===== config.mk =====
export PLATFORM = sky130hd
export DESIGN_NAME = calc_cmd_issuer
export DESIGN_NICKNAME = d
export VERILOG_FILES = /design/src/rtl/calc_pkg.sv /design/src/rtl/calc_rsp_fifo.sv /design/src/rtl/calc_cmd_issuer.sv
export SDC_FILE = /design/constraint.sdc
export NUM_CORES = 1
export LEC_CHECK = 0
export ABC_AREA = 1
export BUFFER_PORTS_ARGS = -buffer_cell sky130_fd_sc_hd__buf_2
export CAP_MARGIN = 40
export CORE_UTILIZATION = 30
export DETAILED_ROUTE_END_ITERATION = 16
export PLACE_DENSITY = 0.5
export SYNTH_ARGS = -nofsm -noshare
export SYNTH_HDL_FRONTEND = slang
export SYNTH_SLANG_ARGS = --single-unit

===== constraint.sdc =====
create_clock -name clk -period 5.87 [get_ports clk]
set_clock_uncertainty 0.1 [all_clocks]
set_input_delay 0.587 -clock clk [delete_from_list [all_inputs] [get_ports clk]]
set_output_delay 0.587 -clock clk [all_outputs]
set_load 0.02 [all_outputs]

===== src/rtl/calc_pkg.sv =====
// Shared types and constants for the calculator command issuer.
package calc_pkg;

  localparam logic [3:0] MODE_ADD  = 4'd0;
  localparam logic [3:0] MODE_SUB  = 4'd1;
  localparam logic [3:0] MODE_MUL  = 4'd2;
  localparam logic [3:0] MODE_DIV  = 4'd3;
  localparam logic [3:0] MODE_IDLE = 4'hF;

  typedef enum logic [1:0] {
    IDLE    = 2'd0,
    SETTLE  = 2'd1,
    CAPTURE = 2'd2
  } issuer_state_e;

  typedef struct packed {
    logic [63:0] result;
    logic [7:0]  tag;
    logic        err;
  } calc_rsp_t;

  // Applies the error rules on top of the raw calculator result.
  function automatic calc_rsp_t make_rsp(input logic [3:0]  mode,
                                         input logic [63:0] b,
                                         input logic [63:0] result,
                                         input logic [7:0]  tag);
    calc_rsp_t r;
    r.tag = tag;
    if (mode > MODE_DIV) begin
      r.result = '0;
      r.err    = 1'b1;
    end else if (mode == MODE_DIV && b == '0) begin
      r.result = '1;
      r.err    = 1'b1;
    end else begin
      r.result = result;
      r.err    = 1'b0;
    end
    return r;
  endfunction

endpackage


===== src/rtl/calc_rsp_fifo.sv =====
// Response buffer: small circular FIFO of calc_rsp_t entries.
module calc_rsp_fifo import calc_pkg::*; #(
  parameter int DEPTH = 4
) (
  input  logic      clk,
  input  logic      rst_n,
  input  logic      push_i,
  input  calc_rsp_t push_data_i,
  input  logic      pop_i,
  output calc_rsp_t head_o,
  output logic      empty_o,
  output logic      full_o
);

  localparam int PTR_W = (DEPTH > 1) ? $clog2(DEPTH) : 1;

  calc_rsp_t        mem_q [DEPTH];
  logic [PTR_W-1:0] wr_ptr_q, rd_ptr_q;
  logic [PTR_W:0]   count_q;
  logic             push_ok, pop_ok;

  assign empty_o = (count_q == '0);
  assign full_o  = (count_q == (PTR_W+1)'(DEPTH));
  assign push_ok = push_i && !full_o;
  assign pop_ok  = pop_i && !empty_o;
  // Payload reads as zero when nothing is buffered so reset/empty state is clean.
  assign head_o  = empty_o ? '0 : mem_q[rd_ptr_q];

  // Pointers wrap naturally because DEPTH is a power of two.
  always_ff @(posedge clk or negedge rst_n) begin
    if (!rst_n) begin
      wr_ptr_q <= '0;
      rd_ptr_q <= '0;
      count_q  <= '0;
    end else begin
      if (push_ok) wr_ptr_q <= wr_ptr_q + PTR_W'(1);
      if (pop_ok)  rd_ptr_q <= rd_ptr_q + PTR_W'(1);
      case ({push_ok, pop_ok})
        2'b10:   count_q <= count_q + (PTR_W+1)'(1);
        2'b01:   count_q <= count_q - (PTR_W+1)'(1);
        default: count_q <= count_q;
      endcase
    end
  end

  // Storage array; contents are only observable through a valid count.
  always_ff @(posedge clk) begin
    if (push_ok) mem_q[wr_ptr_q] <= push_data_i;
  end

endmodule


===== src/rtl/calc_cmd_issuer.sv =====
// Issues one command at a time to a combinational calculator, waits for the
// result to settle, and queues tagged responses in order.
module calc_cmd_issuer import calc_pkg::*; #(
  parameter int SETTLE_CYCLES = 2,
  parameter int RSP_DEPTH     = 4
) (
  input  logic        clk,
  input  logic        rst_n,
  input  logic        cmd_valid,
  output logic        cmd_ready,
  input  logic [63:0] cmd_a,
  input  logic [63:0] cmd_b,
  input  logic [3:0]  cmd_mode,
  input  logic [7:0]  cmd_tag,
  output logic [63:0] calc_a,
  output logic [63:0] calc_b,
  output logic [3:0]  calc_mode,
  input  logic [63:0] calc_result,
  output logic        rsp_valid,
  input  logic        rsp_ready,
  output logic [63:0] rsp_result,
  output logic [7:0]  rsp_tag,
  output logic        rsp_err,
  output logic        busy
);

  issuer_state_e state_q, state_d;
  logic [3:0]    cnt_q, cnt_d;
  logic [63:0]   a_q, a_d, b_q, b_d;
  logic [3:0]    mode_q, mode_d;
  logic [7:0]    tag_q, tag_d;
  logic          rdy_en_q;
  logic          accept, push, fifo_empty, fifo_full;
  calc_rsp_t     push_data, head;

  // rdy_en_q keeps cmd_ready low until the first edge after reset release.
  assign cmd_ready = rdy_en_q && (state_q == IDLE) && !fifo_full;
  assign accept    = cmd_valid && cmd_ready;
  assign busy      = (state_q != IDLE);
  assign calc_a    = a_q;
  assign calc_b    = b_q;
  assign calc_mode = mode_q;
  assign push_data = make_rsp(mode_q, b_q, calc_result, tag_q);

  // Next-state and operand register updates for the issue sequence.
  always_comb begin
    state_d = state_q;
    cnt_d   = cnt_q;
    a_d     = a_q;
    b_d     = b_q;
    mode_d  = mode_q;
    tag_d   = tag_q;
    push    = 1'b0;
    case (state_q)
      IDLE: begin
        if (accept) begin
          a_d     = cmd_a;
          b_d     = cmd_b;
          mode_d  = cmd_mode;
          tag_d   = cmd_tag;
          cnt_d   = 4'(SETTLE_CYCLES - 1);
          state_d = SETTLE;
        end
      end
      SETTLE: begin
        if (cnt_q == '0) state_d = CAPTURE;
        else             cnt_d   = cnt_q - 4'd1;
      end
      CAPTURE: begin
        push    = 1'b1;
        mode_d  = MODE_IDLE;
        state_d = IDLE;
      end
      default: state_d = IDLE;
    endcase
  end

  // State, counter and calculator-facing registers.
  always_ff @(posedge clk or negedge rst_n) begin
    if (!rst_n) begin
      state_q  <= IDLE;
      cnt_q    <= '0;
      a_q      <= '0;
      b_q      <= '0;
      mode_q   <= MODE_IDLE;
      tag_q    <= '0;
      rdy_en_q <= 1'b0;
    end else begin
      state_q  <= state_d;
      cnt_q    <= cnt_d;
      a_q      <= a_d;
      b_q      <= b_d;
      mode_q   <= mode_d;
      tag_q    <= tag_d;
      rdy_en_q <= 1'b1;
    end
  end

  calc_rsp_fifo #(.DEPTH(RSP_DEPTH)) u_rsp_fifo (
    .clk         (clk),
    .rst_n       (rst_n),
    .push_i      (push),
    .push_data_i (push_data),
    .pop_i       (rsp_ready),
    .head_o      (head),
    .empty_o     (fifo_empty),
    .full_o      (fifo_full)
  );

  assign rsp_valid  = !fifo_empty;
  assign rsp_result = head.result;
  assign rsp_tag    = head.tag;
  assign rsp_err    = head.err;

endmodule

==> results.sh <==
export IMPL_clk_pin_slew_ps=70
export IMPL_post_cts_resized=0
export IMPL_regArea_um2=12630
export IMPL_yosys_warnings=0
export IMPL_fmax_mhz=248.5
export IMPL_grt_max_degree=78
export IMPL_syn_instance_count=1749
export IMPL_area_delta_synth_final_pct=25.67
export IMPL_routed_wl_met2_mm=25.78
export IMPL_period_share_pct=68.56
export IMPL_root_buffer="clkbuf_16"
export IMPL_highest_layer="met5"
export IMPL_power_per_cell_area_nw_per_um2=570.3
export IMPL_critical_path_arrival_ps=3340
export IMPL_routedWlPerCell_um=18.22
export IMPL_critical_path_max_fanout=64
export IMPL_required_ps=5180
export IMPL_hpwl_mm=34.98
export IMPL_syn_avg_cell_area_um2=10.50
export IMPL_slowest_stage="dfrtp_4"
export IMPL_ys_types=27
export IMPL_grt_pass1_wl_mm=82.72
export IMPL_initialDrtViolationCount=677
export IMPL_min_period_ps=4025
export IMPL_clock_path_buffers=3
export IMPL_num_rows=90
export IMPL_antenna_found_initial=6
export IMPL_crit_type="register to output port"
export IMPL_pin_count=416
export IMPL_crit_path_max_incr_delay_ps=900
export IMPL_ys_flop_type="edfxtp_1"
export IMPL_start_kind="register"
export IMPL_routed_wl_mm=54.08
export IMPL_tightest_slew_ps=831.6
export IMPL_synth_edf_count=292
export IMPL_cts_inserted_buffers=51
export IMPL_synth_most_common_cell="nand2_1"
export IMPL_status="complete, no violations"
export IMPL_ys_async_sr_fraction_pct=34.53
export IMPL_start_util_pct=30.37
export IMPL_drt_pass1_iterations=5
export IMPL_synth_cell_area_um2=18360
export IMPL_ant_nets=0
export IMPL_path_cells="clkinv_2, buf_12, buf_4, o21ai_0, a21oi_1, buf_2"
export IMPL_finalWeightedCongestion=0.8155
export IMPL_grt_setup_unrepaired="no"
export IMPL_die_h_um=249.4
export IMPL_fill_cells=5995
export IMPL_finalNetCount=2358
export IMPL_slew_headroom_pct=44.56
export IMPL_hold_viol=0
export IMPL_met1_length_mm=22.37
export IMPL_setup_violations=0
export IMPL_seq_area_frac_synth_pct=68.76
export IMPL_synth_nets=1964
export IMPL_cts_tree="done"
export IMPL_cts_sinks=446
export IMPL_whs_ps=88.70
export IMPL_drv_cap=0
export IMPL_synth_top_cells_by_count="nand2_1 (448), nor2_1 (344), edfxtp_1 (292)"
export IMPL_worst_setup_path_end_kind="output port"
export IMPL_max_vdd_ir_drop_uv=342.6
export IMPL_synth_top_area_share_pct=47.75
export IMPL_grt_pass1_vias=13832
export IMPL_portBuffers=415
export IMPL_multiInputGateArea_um2=4916
export IMPL_core_um2=60470
export IMPL_utilization_pct=38.16
export IMPL_drc_errors=0
export IMPL_num_vias=13538
export IMPL_htreeDepth=2
export IMPL_grt_use_total_pct=17.25
export IMPL_finalMaxSlewViolations=0
export IMPL_final_layout_size_suffix_gt1_share_pct=27.09
export IMPL_die_x_um=249.4
export IMPL_grt_overflow=0
export IMPL_synth_seq_cells=446
export IMPL_leakage_uw=0.01016
export IMPL_vias_per_cell=4.560
export IMPL_die_area_um2=62210
export IMPL_synth_area_leaders="edfxtp_1 (48%), dfrtp_1 (20%), nand2_1 (9.2%), nor2_1 (7.0%), o21ai_0 (4.0%)"
export IMPL_finalSetupTns_ps=0
export IMPL_hp_class="primary input to register"
export IMPL_clock_latency_ps=590
export IMPL_met3_length_mm=4.225
export IMPL_yosysTopAreaCell="edfxtp_1"
-- cells in the final DEF, fill, tap and decap left out, types with 7 or more instances in the layout --
cell       instances
a21oi_1           91
dfrtp_1          148
clkinv_2          11
a21oi_2           49
inv_1             83
bufinv_16         10
nor2_1           340
buf_2            414
o21ai_0          147
clkbuf_1           7
edfxtp_1         292
clkbuf_16         52
nand2_1          448
buf_4             18
clkinv_1           7
nand3_1            7
-- cell families after synthesis --
kind of cell / synth area share, %
AOI/OAI and AO/OA: 8.987
xor gates and xnor gates: 0.2862
adders and majority gates: 0.5178
buffers and inverters: 4.756
DFF: 68.76
other: 0.02042
and+or+nand+nor: 16.67
-- metrics by stage --
| step | std cells | total power (uW) | area, um2 | worst slack (ps) |
|---|---|---|---|---|
| 5_1_grt | 2969 | 13990 | 23080 | 1540 |
| 3_3_place_gp | 2865 | 9702 | 21100 | 2100 |
| 6_report | 2969 | 13160 | 23080 | 1845 |
| 3_5_place_dp | 2871 | 9850 | 21250 | 2405 |
| 2_1_floorplan | 1749 | 7841 | 18360 | 1512 |
| 4_1_cts | 2967 | 13350 | 23070 | 1741 |
-- flip-flops by register name (all words and copies together) (netlist names), 3 cells and up --
register	flops
calc_a	64
calc_b	64
calc_mode	4
cnt_q	4
tag_q	8
u_rsp_fifo.count_q	3
u_rsp_fifo.mem_q	292
-- worst paths after layout --
check,startpoint,endpoint,slack (ps),depth (start not counted)
setup / recovery,u_rsp_fifo.rd_ptr_q[0],rsp_result[9],1850,6
setup reg to reg,calc_mode[3],u_rsp_fifo.mem_q[3][72],2670,8
max in group asynchronous,rst_n,u_rsp_fifo.rd_ptr_q[0],4080,3
hold reg to reg,calc_a[46],calc_a[46],370,2
hold / removal,cmd_b[51],calc_b[51],90,3
min in group asynchronous,rst_n,calc_a[16],470,2
-- report_power, final --
part	leakage [uW]	switching (uW)	internal, uW
registers	0.00460	487	4160
logic	0.00467	3540	1540
clock network	0.000885	1320	2110
total	0.0102	5350	7810
-- metal layers --
| metal | track usage, % | up-vias |
|---|---|---|
| met5 | 0 | - |
| li1 | - | 6532 |
| met1 | 21.43 | 6445 |
| met4 | 6.014 | 2 |
| met3 | 4.912 | 91 |
| met2 | 28.67 | 468 |
-- critical path: cells and delay by family, from the launching register on --
kind,cells,cell delay [ps]
AO/OA/AOI/OAI,2,310
buffers and inverters,4,1500
flip-flops,1,900
-- final cells by class --
class	count	area share, %
sequential	446	54.74
multi-input combinational	1115	21.30
timing repair buffer	441	10.39
clock buffer	63	5.991
tap	782	4.240
clock inverter	32	1.860
inverter	88	1.453
antenna	2	0.02169
-- repair_timing --
item	4_1_cts	5_1_grt
setup buffers	0	0
hold buffers	1	0
endpoints found under the hold margin	75	0
Power figures use the tool's default switching activity.
